[src/rtl/peripheral_mult.sv]
// peripheral_mult: memory-mapped 16x16 unsigned shift-add multiplier.
//
// Ports:
//   clk    - system clock, rising edge
//   rst    - asynchronous active-high reset
//   d_in   - 16-bit write data bus
//   cs     - chip select, active-high
//   addr   - 2-bit register address
//   rd     - read strobe, active-high
//   wr     - write strobe, active-high
//   d_out  - 16-bit read data bus (combinational read mux)
//
// Write map: 0 = A, 1 = B, 2 = control (bit 0 starts a multiply), 3 = none.
// Read map:  0 = product[15:0], 1 = product[31:16], 2 = {busy, done}, 3 = 0.
module peripheral_mult (
    input  logic        clk,
    input  logic        rst,
    input  logic [15:0] d_in,
    input  logic        cs,
    input  logic [1:0]  addr,
    input  logic        rd,
    input  logic        wr,
    output logic [15:0] d_out
);

    typedef enum logic [1:0] {
        IDLE = 2'd0,
        BUSY = 2'd1,
        DONE = 2'd2
    } state_t;

    state_t      state;
    logic [15:0] a_reg;
    logic [15:0] b_reg;
    logic [15:0] op_a;
    logic [15:0] op_b;
    logic [31:0] acc;
    logic [31:0] acc_next;
    logic [31:0] product;
    logic [3:0]  cnt;
    logic        done;
    logic        busy;
    logic        wr_en;
    logic        start;

    assign wr_en = cs & wr;
    // Level-sensitive start; ignored while BUSY so a held wr fires only once.
    assign start = wr_en && (addr == 2'd2) && d_in[0] && (state != BUSY);

    // One partial-product step of the shift-add engine.
    always_comb begin
        acc_next = acc;
        if (op_b[cnt]) begin
            acc_next = acc + ({16'h0000, op_a} << cnt);
        end
    end

    // Operand registers: always writable, the engine works on private copies.
    always_ff @(posedge clk or posedge rst) begin
        if (rst) begin
            a_reg <= '0;
            b_reg <= '0;
        end else if (wr_en) begin
            if (addr == 2'd0) a_reg <= d_in;
            if (addr == 2'd1) b_reg <= d_in;
        end
    end

    always_ff @(posedge clk or posedge rst) begin
        if (rst) begin
            state   <= IDLE;
            op_a    <= '0;
            op_b    <= '0;
            acc     <= '0;
            cnt     <= '0;
            product <= '0;
            done    <= 1'b0;
            busy    <= 1'b0;
        end else begin
            case (state)
                IDLE, DONE: begin
                    if (start) begin
                        op_a  <= a_reg;
                        op_b  <= b_reg;
                        acc   <= '0;
                        cnt   <= '0;
                        done  <= 1'b0;
                        busy  <= 1'b1;
                        state <= BUSY;
                    end
                end
                BUSY: begin
                    acc <= acc_next;
                    cnt <= cnt + 4'd1;
                    if (cnt == 4'd15) begin
                        product <= acc_next;
                        done    <= 1'b1;
                        busy    <= 1'b0;
                        state   <= DONE;
                    end
                end
                default: begin
                    state <= IDLE;
                    busy  <= 1'b0;
                    done  <= 1'b0;
                end
            endcase
        end
    end

    always_comb begin
        d_out = '0;
        if (cs && rd) begin
            case (addr)
                2'd0:    d_out = product[15:0];
                2'd1:    d_out = product[31:16];
                2'd2:    d_out = {14'b0, busy, done};
                default: d_out = '0;
            endcase
        end
    end

endmodule

[config.mk]
export PLATFORM = sky130hd
export DESIGN_NAME = peripheral_mult
export DESIGN_NICKNAME = d
export VERILOG_FILES = /design/src/rtl/peripheral_mult.sv
export SDC_FILE = /design/constraint.sdc
export NUM_CORES = 1
export LEC_CHECK = 0
export CORE_ASPECT_RATIO = 1.4
export CORE_MARGIN = 2
export CORE_UTILIZATION = 60
export DETAILED_ROUTE_END_ITERATION = 16
export PLACE_DENSITY = 0.79
export SYNTH_ARGS = -nofsm -noshare
export SYNTH_HDL_FRONTEND = slang
export SYNTH_SLANG_ARGS = --single-unit
export TNS_END_PERCENT = 30
[constraint.sdc]
create_clock -name clk -period 5.5 [get_ports clk]
set_clock_uncertainty 0.1 [all_clocks]
set_input_delay 0.55 -clock clk [delete_from_list [all_inputs] [get_ports clk]]
set_output_delay 0.55 -clock clk [all_outputs]
set_load 0.02 [all_outputs]
### Word level (Yosys, flattened, before mapping)

Index checks and enable logic that the tools add are counted.

* output and inout bits: 16
* register bits: 136

* reductions and logical operators: 14
* bitwise gates (word level): 1
* mux-type cells: 18
* $add $sub $neg: 2
* eq/ne operators: 8
* $lt $le $gt $ge: 1
* shifts and indexed selects: 1

Operators with widths (number)
* $mux 32: 2
* $pmux 32 s2: 1
* $pmux 16 s3: 1
* $add 32x32->32: 1
* $shl 16x4->32: 1
* $mux 16: 1
* $reduce_and 2->1: 6
* $pmux 4 s2: 1
* $lt 4x5->1 const B: 1
* $mux 1: 5
* $add 4x1->4 const B: 1
* $bmux 1 s4: 1
* $eq 2x1->1 const B: 2
* $eq 2x2->1 const B: 2
* $eq 4x4->1 const B: 1
* $logic_and 1x1->1: 4
* $logic_not 2->1: 2
* $mux 2: 2
* $mux 4: 1
* $ne 2x2->1 const B: 2
* $pmux 1 s2: 2
* $pmux 2 s2: 1
* $ne 2x1->1 const B: 1
* $reduce_bool 2->1: 1
* other kinds (2): 2

### Longest topological paths before layout

* depth in word-level cells: 6
* mapped depth: 18
* mapped depth without buffers: 16

### Worst setup path after synthesis

No wires, ideal clock.

* path kind: register -> register
* start: register cnt[0]
* end: register product[29]
* arrival time: 3.684 ns
* slack: 1.588 ns
* cell stages (with the launch flop): 17
* buffers on the path: 2
* path through: dfrtp_1 > buf_2 > buf_1 > mux2_2 > o21ai_0 > nor2_1 > a21oi_1 > a21oi_1 > ha_1 > a21oi_1 > o21ai_0 > or3_1 > a221oi_1 > o31ai_2 > a31oi_1 > mux2i_1 > nand3_1

* word-level cells in the longest chain between the ends: 3
* elaborated cells between the ends (all ways): 7

RTL lines
* from (decl): RTL line 40 `logic [3:0] cnt;`
* from (signal assigned): RTL line 94 `cnt <= cnt + 4'd1;`
* $shl 16x4->32 or $bmux 1 s4 (tied branches): RTL line 54, 53
* $add 32x32->32 or $mux 1 (tied branches): RTL line 54, 53
* $mux 32: RTL line 53 `if (op_b[cnt]) begin`
* to (signal assigned): RTL line 96 `product <= acc_next;`
* to (decl): RTL line 39 `logic [31:0] product;`

Parallel ways exist; a longest one is shown, timed or not. The select of a mux whose other input is x is not followed.
A chain may end at the register's enable or synchronous reset.

### Worst setup path after layout

Ends and elaborated chain as after synthesis.

==> results by group <==
Status
  • Outcome: finished clean

STA
  • Final setup violation count: 0
  • Fmax: 222 MHz
  • Worst slew margin: 34.6%
  • Min Hold Slack: 0.358 ns
  • Unrepaired setup endpoints after global routing: false
  • Post-layout worst setup margin: 1.00 ns
  • Post-route minimum period: 4.50 ns
  • Final Slew Violations: 0
  • Setup TNS: 0 ns
  • Final Hold Viols: 0
  • Tightest Pin Transition: 0.980 ns
  • Crit share post-route: 81.8%

Placement
  • Gp weighted congestion: 0.967
  • Port bufs: 38
  • Area after DPL: 8840 um2
  • Dpl cells: 1148
  • Post-DP HPWL: 16500 um
  • Placement Setup Slack: 1.09 ns

Logic synthesis
  • Area share of the largest cell type after synthesis: 40.5%
  • Post-Syn Area: 8340 um2
  • Distinct cell type count after synthesis: 55
  • Syn Area/Cell: 8.59 um2
  • Top post-synthesis cells by area: dfrtp_1 (41%), nand2_1 (8.9%), mux2_2 (5.4%)
  • Async S/R FF share, synth: 100%
  • Yosys reg bits: 135
  • Post-Syn Nets: 1027
  • Post-synth top area cell: dfrtp_1
  • Sequential share of the synthesized area: 40.5%
  • Post-synth EDFFs: 0
  • YS warnings: 0
  • Main flop type after synthesis: dfrtp_1
  • Cells after synthesis: 971
  • Commonest cells in the netlist: nand2_1 (198), dfrtp_1 (135), o21ai_0 (79), nor2_1 (72), a21oi_1 (71)
  • Top-count cell post-synth: nand2_1

Clock network
  • CTS Buffer Depth: 2
  • Cts bufs inserted: 17
  • H-tree depth: 4
  • Post-CTS Setup Repair Bufs: 0
  • Insertion delay of the later-clocked pin in the worst-skew pair: 0.43 ns
  • Clock-pin slew on the worst setup and hold paths: 0.06 ns
  • CTS tree: done
  • Root buf cell: clkbuf_16
  • Post-cts resize count: 0
  • Hold_buf cts: 0
  • Clk sinks: 135

Layout
  • Fill count: 1102
  • Fin nets: 1038
  • Util after Layout: 69.0%
  • Final instance area: 9470 um2
  • ANT cells: 0
  • Leading registers by flop count: acc: 32 flops, product: 32 flops
  • Non-Filler Instances: 1180
  • Layout cells sized above 1: 11.0%
  • Area grow syn2layout: 13.6%

Die
  • Ports: 39
  • Std cell rows: 51
  • Chip Width: 104 um
  • Initial core utilization: 60.8%
  • CORE AREA: 13700 um2
  • Die area: 14900 um2
  • Die span in y: 144 um

Critical path
  • Crit-path leading delay family: compound AO/OA/AOI/OAI gates
  • R2R setup slack: 1.00 ns
  • Crit-path slowest cell: dfrtp_1
  • Worst-path maximum fanout: 13
  • WP data required: 5.71 ns
  • Worst setup path category: reg2reg
  • CP Buf/Inv Count: 1
  • CP Capture Type: register
  • Crit path cell chain: buf_4 > mux2_2 > o21ai_0 > nor2_1 > a21oi_1 > a21oi_1 > ha_1 > a21oi_1 > o21ai_0 > or3_1 > a221oi_1 > o31ai_2 > a31oi_1 > mux2i_1 > nand3_1
  • Crit path DAT: 4.70 ns
  • Max incr delay on CP: 0.61 ns
  • Critical Path Source Type: register
  • Most frequent CP cell: a21oi_1

Drt
  • Routed Antenna Nets: 0
  • Vias per std cell: 6.10
  • DR vias: 7198
  • Detailed Route WL: 22800 um
  • Detailed Route Iter0 Violations: 423
  • Drt pass-1 iters: 5
  • DRC Markers: 0
  • Wire length per cell: 19.3 um

Power and ir drop
  • Max VDD drop: 0.000412 V
  • Pwr Total: 5.90 mW
  • Leak pwr: 4.33 nW
  • PD cells: 623 nW/um2

Flow run
  • Max cap viols: 0

Min path
  • Worst min-delay path class: reg2reg

GRT
  • Total GRT Usage: 32.3%
  • Grt total ovfl: 0
  • Initial antenna violation count: 0
  • Vias in the first global route: 7167
  • Largest net degree at the start of global routing: 113
  • First-pass GRT wire length: 37100 um
## layout make-up
class	instances	area [um2]	area share [%]
clock buffers	19	453	4.78
clock inverters	13	180	1.90
inverters	16	65.1	0.687
multi-input cells	759	4670	49.3
flip-flops and latches	135	3380	35.7
well taps	185	231	2.44
repair buffers	53	493	5.20
## cell families after synthesis
kind of cell | share of synthesized area (%)
buffers and inverters | 3.78
xor gates and xnor gates | 3.15
muxes | 11.0
DFF | 40.5
AOI/OAI and AO/OA | 15.9
adders and majority gates | 5.04
and+or+nand+nor | 20.7
## worst paths after layout
check	from	to	cells past startpoint
max	cnt[0]	product[29]	15
min	b_reg[15]	op_b[15]	2
max reg2reg	cnt[0]	product[29]	15
min reg2reg	b_reg[15]	op_b[15]	2
max in group asynchronous	rst	product[23]	3
min in group asynchronous	rst	a_reg[0]	2
## report_power, final
part | leakage, nW | internal (mW) | switching [mW] | total (mW)
logic | 2.29 | 1.07 | 1.94 | 3.00
clock network | 0.305 | 0.752 | 0.497 | 1.25
registers | 1.73 | 1.35 | 0.300 | 1.65
## cell usage in the layout, fill, tap and decap left out, types with 4 or more instances in the layout
| cell | instances |
|---|---|
| a211oi_1 | 5 |
| dfrtp_1 | 135 |
| nand4_1 | 8 |
| xnor2_1 | 19 |
| nor2_1 | 71 |
| nand3_1 | 49 |
| and3_1 | 23 |
| inv_1 | 15 |
| and2_1 | 4 |
| o211ai_1 | 7 |
| buf_4 | 15 |
| clkbuf_16 | 17 |
| a21oi_1 | 71 |
| o21a_1 | 11 |
| o21ai_0 | 79 |
| nand2_1 | 198 |
| a21o_1 | 10 |
| mux2_2 | 40 |
| xor2_1 | 11 |
| a31oi_1 | 12 |
| mux2i_1 | 35 |
| ha_1 | 32 |
| nand2b_1 | 5 |
| inv_6 | 6 |
| nor3_1 | 16 |
| clkdlybuf4s50_1 | 38 |
| mux4_2 | 5 |
| nor2b_1 | 9 |
## metal layers
metal | vias to the layer above | global-route usage [%] | share of wire, %
li1 | 3436 | - | -
met1 | 3480 | 37.4 | 40
met2 | 222 | 57.7 | 51
met3 | 60 | 4.35 | 3.4
met4 | 0 | 18.5 | 5.4
met5 | - | 0 | 0
## worst min-delay path: cells and delay by family, from the launching register on
kind	cells	cell delay, ns
DFF	1	0.34
and+or+nand+nor	2	0.09
Power figures use the tool's default switching activity.
